$ cat src/rtl/fifo_reader.sv
// Drains a word-oriented fifo in bursts and presents each word on a valid/ready port.
// A burst starts on a full fifo (or on request) and ends on the last word, on FIFO_SIZE words, or when enable drops.
module fifo_reader #(
  parameter int FIFO_SIZE  = 8,
  parameter int DATA_WIDTH = 32
) (
  input  logic                  clock,
  input  logic                  clear,
  input  logic                  enable,
  input  logic                  flush,
  input  logic                  fifo_ready,
  input  logic                  pushed_last,
  input  logic                  popped_last,
  input  logic [DATA_WIDTH-1:0] fifo_data,
  output logic                  pop_clock,
  output logic [DATA_WIDTH-1:0] out_data,
  output logic                  out_valid,
  input  logic                  out_ready,
  output logic                  out_last,
  output logic                  burst_done,
  output logic                  burst_aborted,
  output logic [15:0]           burst_count,
  output logic [1:0]            fsm_state
);

  typedef enum logic [1:0] {
    IDLE    = 2'd0,
    POP     = 2'd1,
    CAPTURE = 2'd2,
    HOLD    = 2'd3
  } state_t;

  localparam logic [15:0] LAST_INDEX = 16'(FIFO_SIZE - 1);

  state_t      state;
  logic [15:0] word_count;
  logic        last_word;
  logic        armed;
  logic        start_ok;

  // armed keeps the first edge after clear release from starting a burst.
  assign start_ok  = armed && enable && fifo_ready && (pushed_last || flush);
  assign fsm_state = state;

  // Handshake: a word transfers on a rising edge where out_valid and out_ready are both 1;
  // while out_valid=1 and out_ready=0, out_data and out_last hold and no pop is issued.
  always_ff @(posedge clock or posedge clear) begin
    if (clear) begin
      state         <= IDLE;
      word_count    <= 16'd0;
      last_word     <= 1'b0;
      armed         <= 1'b0;
      pop_clock     <= 1'b0;
      out_data      <= '0;
      out_valid     <= 1'b0;
      out_last      <= 1'b0;
      burst_done    <= 1'b0;
      burst_aborted <= 1'b0;
      burst_count   <= 16'd0;
    end else begin
      armed         <= 1'b1;
      pop_clock     <= 1'b0;
      burst_done    <= 1'b0;
      burst_aborted <= 1'b0;
      case (state)
        IDLE: begin
          if (start_ok) begin
            state      <= POP;
            pop_clock  <= 1'b1;
            word_count <= 16'd0;
          end
        end
        POP: begin
          state <= CAPTURE;
        end
        CAPTURE: begin
          out_data  <= fifo_data;
          last_word <= popped_last || (word_count == LAST_INDEX);
          out_last  <= popped_last || (word_count == LAST_INDEX);
          out_valid <= 1'b1;
          state     <= HOLD;
        end
        HOLD: begin
          if (out_valid) begin
            if (out_ready) begin
              out_valid  <= 1'b0;
              out_last   <= 1'b0;
              word_count <= word_count + 16'd1;
              if (last_word) begin
                state       <= IDLE;
                burst_done  <= 1'b1;
                burst_count <= burst_count + 16'd1;
              end else if (!enable) begin
                state         <= IDLE;
                burst_aborted <= 1'b1;
              end else if (fifo_ready) begin
                state     <= POP;
                pop_clock <= 1'b1;
              end
            end
          end else if (fifo_ready) begin
            // Non-valid wait after an accepted word: the continue decision is already made.
            state     <= POP;
            pop_clock <= 1'b1;
          end
        end
        default: state <= IDLE;
      endcase
    end
  end

endmodule

$ cat config.mk
export PLATFORM = sky130hd
export DESIGN_NAME = fifo_reader
export DESIGN_NICKNAME = d
export VERILOG_FILES = /design/src/rtl/fifo_reader.sv
export SDC_FILE = /design/constraint.sdc
export NUM_CORES = 1
export LEC_CHECK = 0
export ABC_CLOCK_PERIOD_IN_PS = 3050
export CORE_UTILIZATION = 30
export CTS_BUF_LIST = sky130_fd_sc_hd__clkbuf_4
export CTS_CLUSTER_SIZE = 8
export DETAILED_ROUTE_END_ITERATION = 6
export REMOVE_ABC_BUFFERS = 1
export SETUP_SLACK_MARGIN = 0.5
export SYNTH_ARGS = -nofsm -noshare
export SYNTH_HDL_FRONTEND = slang
export SYNTH_SLANG_ARGS = --single-unit
$ cat constraint.sdc
create_clock -name clock -period 3.05 [get_ports clock]
set_input_delay 0.61 -clock clock [delete_from_list [all_inputs] [get_ports clock]]
set_output_delay 0.61 -clock clock [all_outputs]
set_load 0.05 [all_outputs]
==> results.md <==
* Status: finished clean
* GR Overflow Total at 0
* DR WL/cell at 14.6 um
* I/O pins at 95
* Crit end category: output pin
* HP Class: reg2reg
* Final period util at 0.771
* Multi-input logic area at 1350 sq um
* CTS Buf Count at 9
* Util after Layout at 0.434
* Antenna violations before repair at 0
* Yosys reg bits at 73
* Max-cap violation count at 0
* Mapped cell area at 3270 sq um
* Post-CTS Hold Buffers at 0
* Syn Inst Count at 273
* Clock Pin Slew Worst Setup and Hold Paths at 110 ps
* Area growth, synth to finish at 38.4%
* Met3 usage at 0.0533
* Routing usage on met1 at 0.180
* Pin count of the biggest net entering global routing at 34
* GR Util met2 at 0.219
* Final wirelength at 7530 um
* EDFF count, synth at 0
* Worst-path fanout max at 8
* Die area at 11300 sq um
* Die Width at 106 um
* Setup_tns at 0 ps
* Largest family of logic cells by synthesized area: simple AND/OR/NAND/NOR gates
* Post-DP HPWL at 5410 um
* Final setup viols at 0
* Vias in the first global route at 2520
* VDD IR max at 662 uV
* Post-Synth Adder-Cell Area at 0.0230
* Antenna Nets Post-Route at 0
* Drt initial violations at 96
* Dominant synthesized flop cell: dfrtp_1
* Worst path arrival time at 1740 ps
* Post-synthesis compound-gate area fraction at 0.0858
* Worst Path Buf+Inv at 1
* Slew @ Worst Pin at 668 ps
* Clock Latency Late Sink at 410 ps
* Final slew viol count at 0
* Mux contribution to synthesized area at 0.120
* RSZ-0062 raised after global routing: false
* Vias/cell at 4.91
* Warning count from the yosys run at 0
* Die height at 106 um
* Drc violations at 0
* CP top delay family: buffers and inverters
* Critical-path cell list: clkdlybuf4s50_1
* Asr flop ratio synth at 1.00
* Power Density at 994 nW/um^2
* CP required at 2440 ps
* Clock skew at 25.1 ps
* CP peak stage delay at 860 ps
* Sequential area share after synthesis at 0.559
* CTS tree: done
* Port buffer count at 94
* GR peak layer: met2
* Clock sinks at 73
* Post-synthesis xor/xnor area fraction at 0.0429
* Min cycle time layout at 2350 ps
* Netlist cell types at 44
* H-tree depth at 3
* Post-Synth Simple-Gate Area at 0.141
* Slowest CP cell: clkdlybuf4s50_1
* Fill cells at 1027
* Fmax achieved at 425 MHz
* Via Count at 2529
* Layout cells sized above 1 at 0.161
* # rows at 37
* Starting density of the core at 0.314
* Leak Pwr at 1.87 nW
* Total GRT Usage at 0.140
* Final Wtd Congestion at 0.757
* Slew margin rel. at 0.554
* Final #Nets at 420
* Core Area at 10400 sq um
* Global-route wire length before repair at 12500 um
* Final Hold Viols at 0
* Sequential cell area at 1830 sq um
* Root Buffer: clkbuf_4
* Detailed Routing Iterations Pass 1 at 4
* Kind of start point of the critical path: flop
* Synthesized area per cell at 12.0 sq um
* Crit Path Category: reg2out
* CTS Buffer Depth at 2
* Antenna diodes at 0
## layout make-up
type / instances / area share
Clock buffer: 11 / 0.0183
Clock inverter: 5 / 0.0125
Inverter: 9 / 0.00747
Multi-Input combinational cell: 181 / 0.299
Sequential cell: 73 / 0.404
Tap cell: 136 / 0.0376
Timing Repair Buffer: 100 / 0.221
## Yosys cell counts (3+ instances only)
master	number	area (sq um)
o31ai_1	8	60.1
nand2b_1	3	18.8
nor4_1	3	18.8
inv_1	9	33.8
a21oi_1	14	70.1
nand3_1	11	55.1
nor3_1	6	30.0
nand2_1	17	63.8
mux2_2	33	372
dfrtp_1	73	1830
ha_1	6	75.1
xor2_1	7	61.3
or4_1	9	67.6
o21a_1	3	22.5
nand4_1	7	43.8
clkbuf_1	6	22.5
nor2_1	9	33.8
o21ai_0	5	25.0
and4_1	3	26.3
xnor2_1	9	78.8
and3_1	3	18.8
## layer usage
metal	wire, um	up-vias
li1	-	1197
met1	3350	1250
met2	3580	74
met3	527	8
met4	76	0
met5	0	-
## kinds of logic (layout without fill, tap and decap cells)
group,count (synthesis),in the layout
DFF,73,73
AOI/OAI and AO/OA,42,42
other,1,1
muxes,35,35
buffers and inverters,19,125
and+or+nand+nor,81,81
adders and majority gates,6,6
xor gates and xnor gates,16,16
## state kept, by name (all words and copies together), names as in the netlist
register and flops:
fsm_state 2, last_word 1, word_count 16, burst_done 1, armed 1, burst_count 16, out_valid 1, out_last 1
pop_clock 1, burst_aborted 1, out_data 32
## final timing paths
kind / slack, ps / from / cells past startpoint / endpoint
worst max-delay path: 700 / out_valid$_DFFE_PP0P_ / 1 / out_valid
worst min-delay path: 490 / burst_count[15]$_DFFE_PP0P_ / 1 / burst_count[15]$_DFFE_PP0P_
worst max register to register: 780 / fsm_state[1]$_DFFE_PP0P_ / 5 / word_count[9]$_DFFE_PP0P_
worst min register to register: 490 / burst_count[15]$_DFFE_PP0P_ / 1 / burst_count[15]$_DFFE_PP0P_
max in group asynchronous: 1710 / clear / 3 / word_count[1]$_DFFE_PP0P_
min in group asynchronous: 610 / clear / 2 / out_data[4]$_DFFE_PP0P_
## power breakdown
group	internal, mW	switching [mW]	leakage (nW)
clock	0.268	0.335	0.0785
sequential	1.27	0.203	0.922
combinational	0.916	1.51	0.871
total	2.45	2.05	1.87
## placed cells by master, fill, tap and decap left out, types with 2 or more instances in the layout
| cell type | count |
|---|---|
| clkinv_4 | 2 |
| buf_4 | 5 |
| nand2b_1 | 3 |
| mux2i_1 | 2 |
| clkbuf_4 | 11 |
| and4_1 | 3 |
| a31oi_1 | 2 |
| xnor2_1 | 9 |
| ha_1 | 6 |
| or3_1 | 2 |
| inv_1 | 8 |
| nor3_1 | 6 |
| nor4_1 | 3 |
| a21oi_1 | 14 |
| o21a_1 | 3 |
| xor2_1 | 7 |
| nor2_1 | 8 |
| and3_1 | 3 |
| nand2_1 | 17 |
| o31ai_1 | 8 |
| o21ai_0 | 5 |
| nand3_1 | 11 |
| nand4_1 | 7 |
| mux2_2 | 33 |
| or4_1 | 9 |
| dfrtp_1 | 73 |
| nor4b_1 | 2 |
| clkdlybuf4s50_1 | 94 |
## per-stage QoR
step           power, mW  worst slack (ps)  instance area, sq um  hold slack [ps]  std cells
6_report            4.50               697                  4520              490        515
5_1_grt             4.74               601                  4520              532        515
4_1_cts             4.55               631                  4520              507        515
3_3_place_gp        3.91               380                  4380              455        499
3_5_place_dp        3.93               364                  4380              491        499
2_1_floorplan       3.10               587                  3210              437        263
## repair_timing
item	CTS	global route
setup endpoints to repair	0	5
resized for setup	0	1
setup buffers	0	0
No activity file was read; power rests on OpenSTA's default activity.
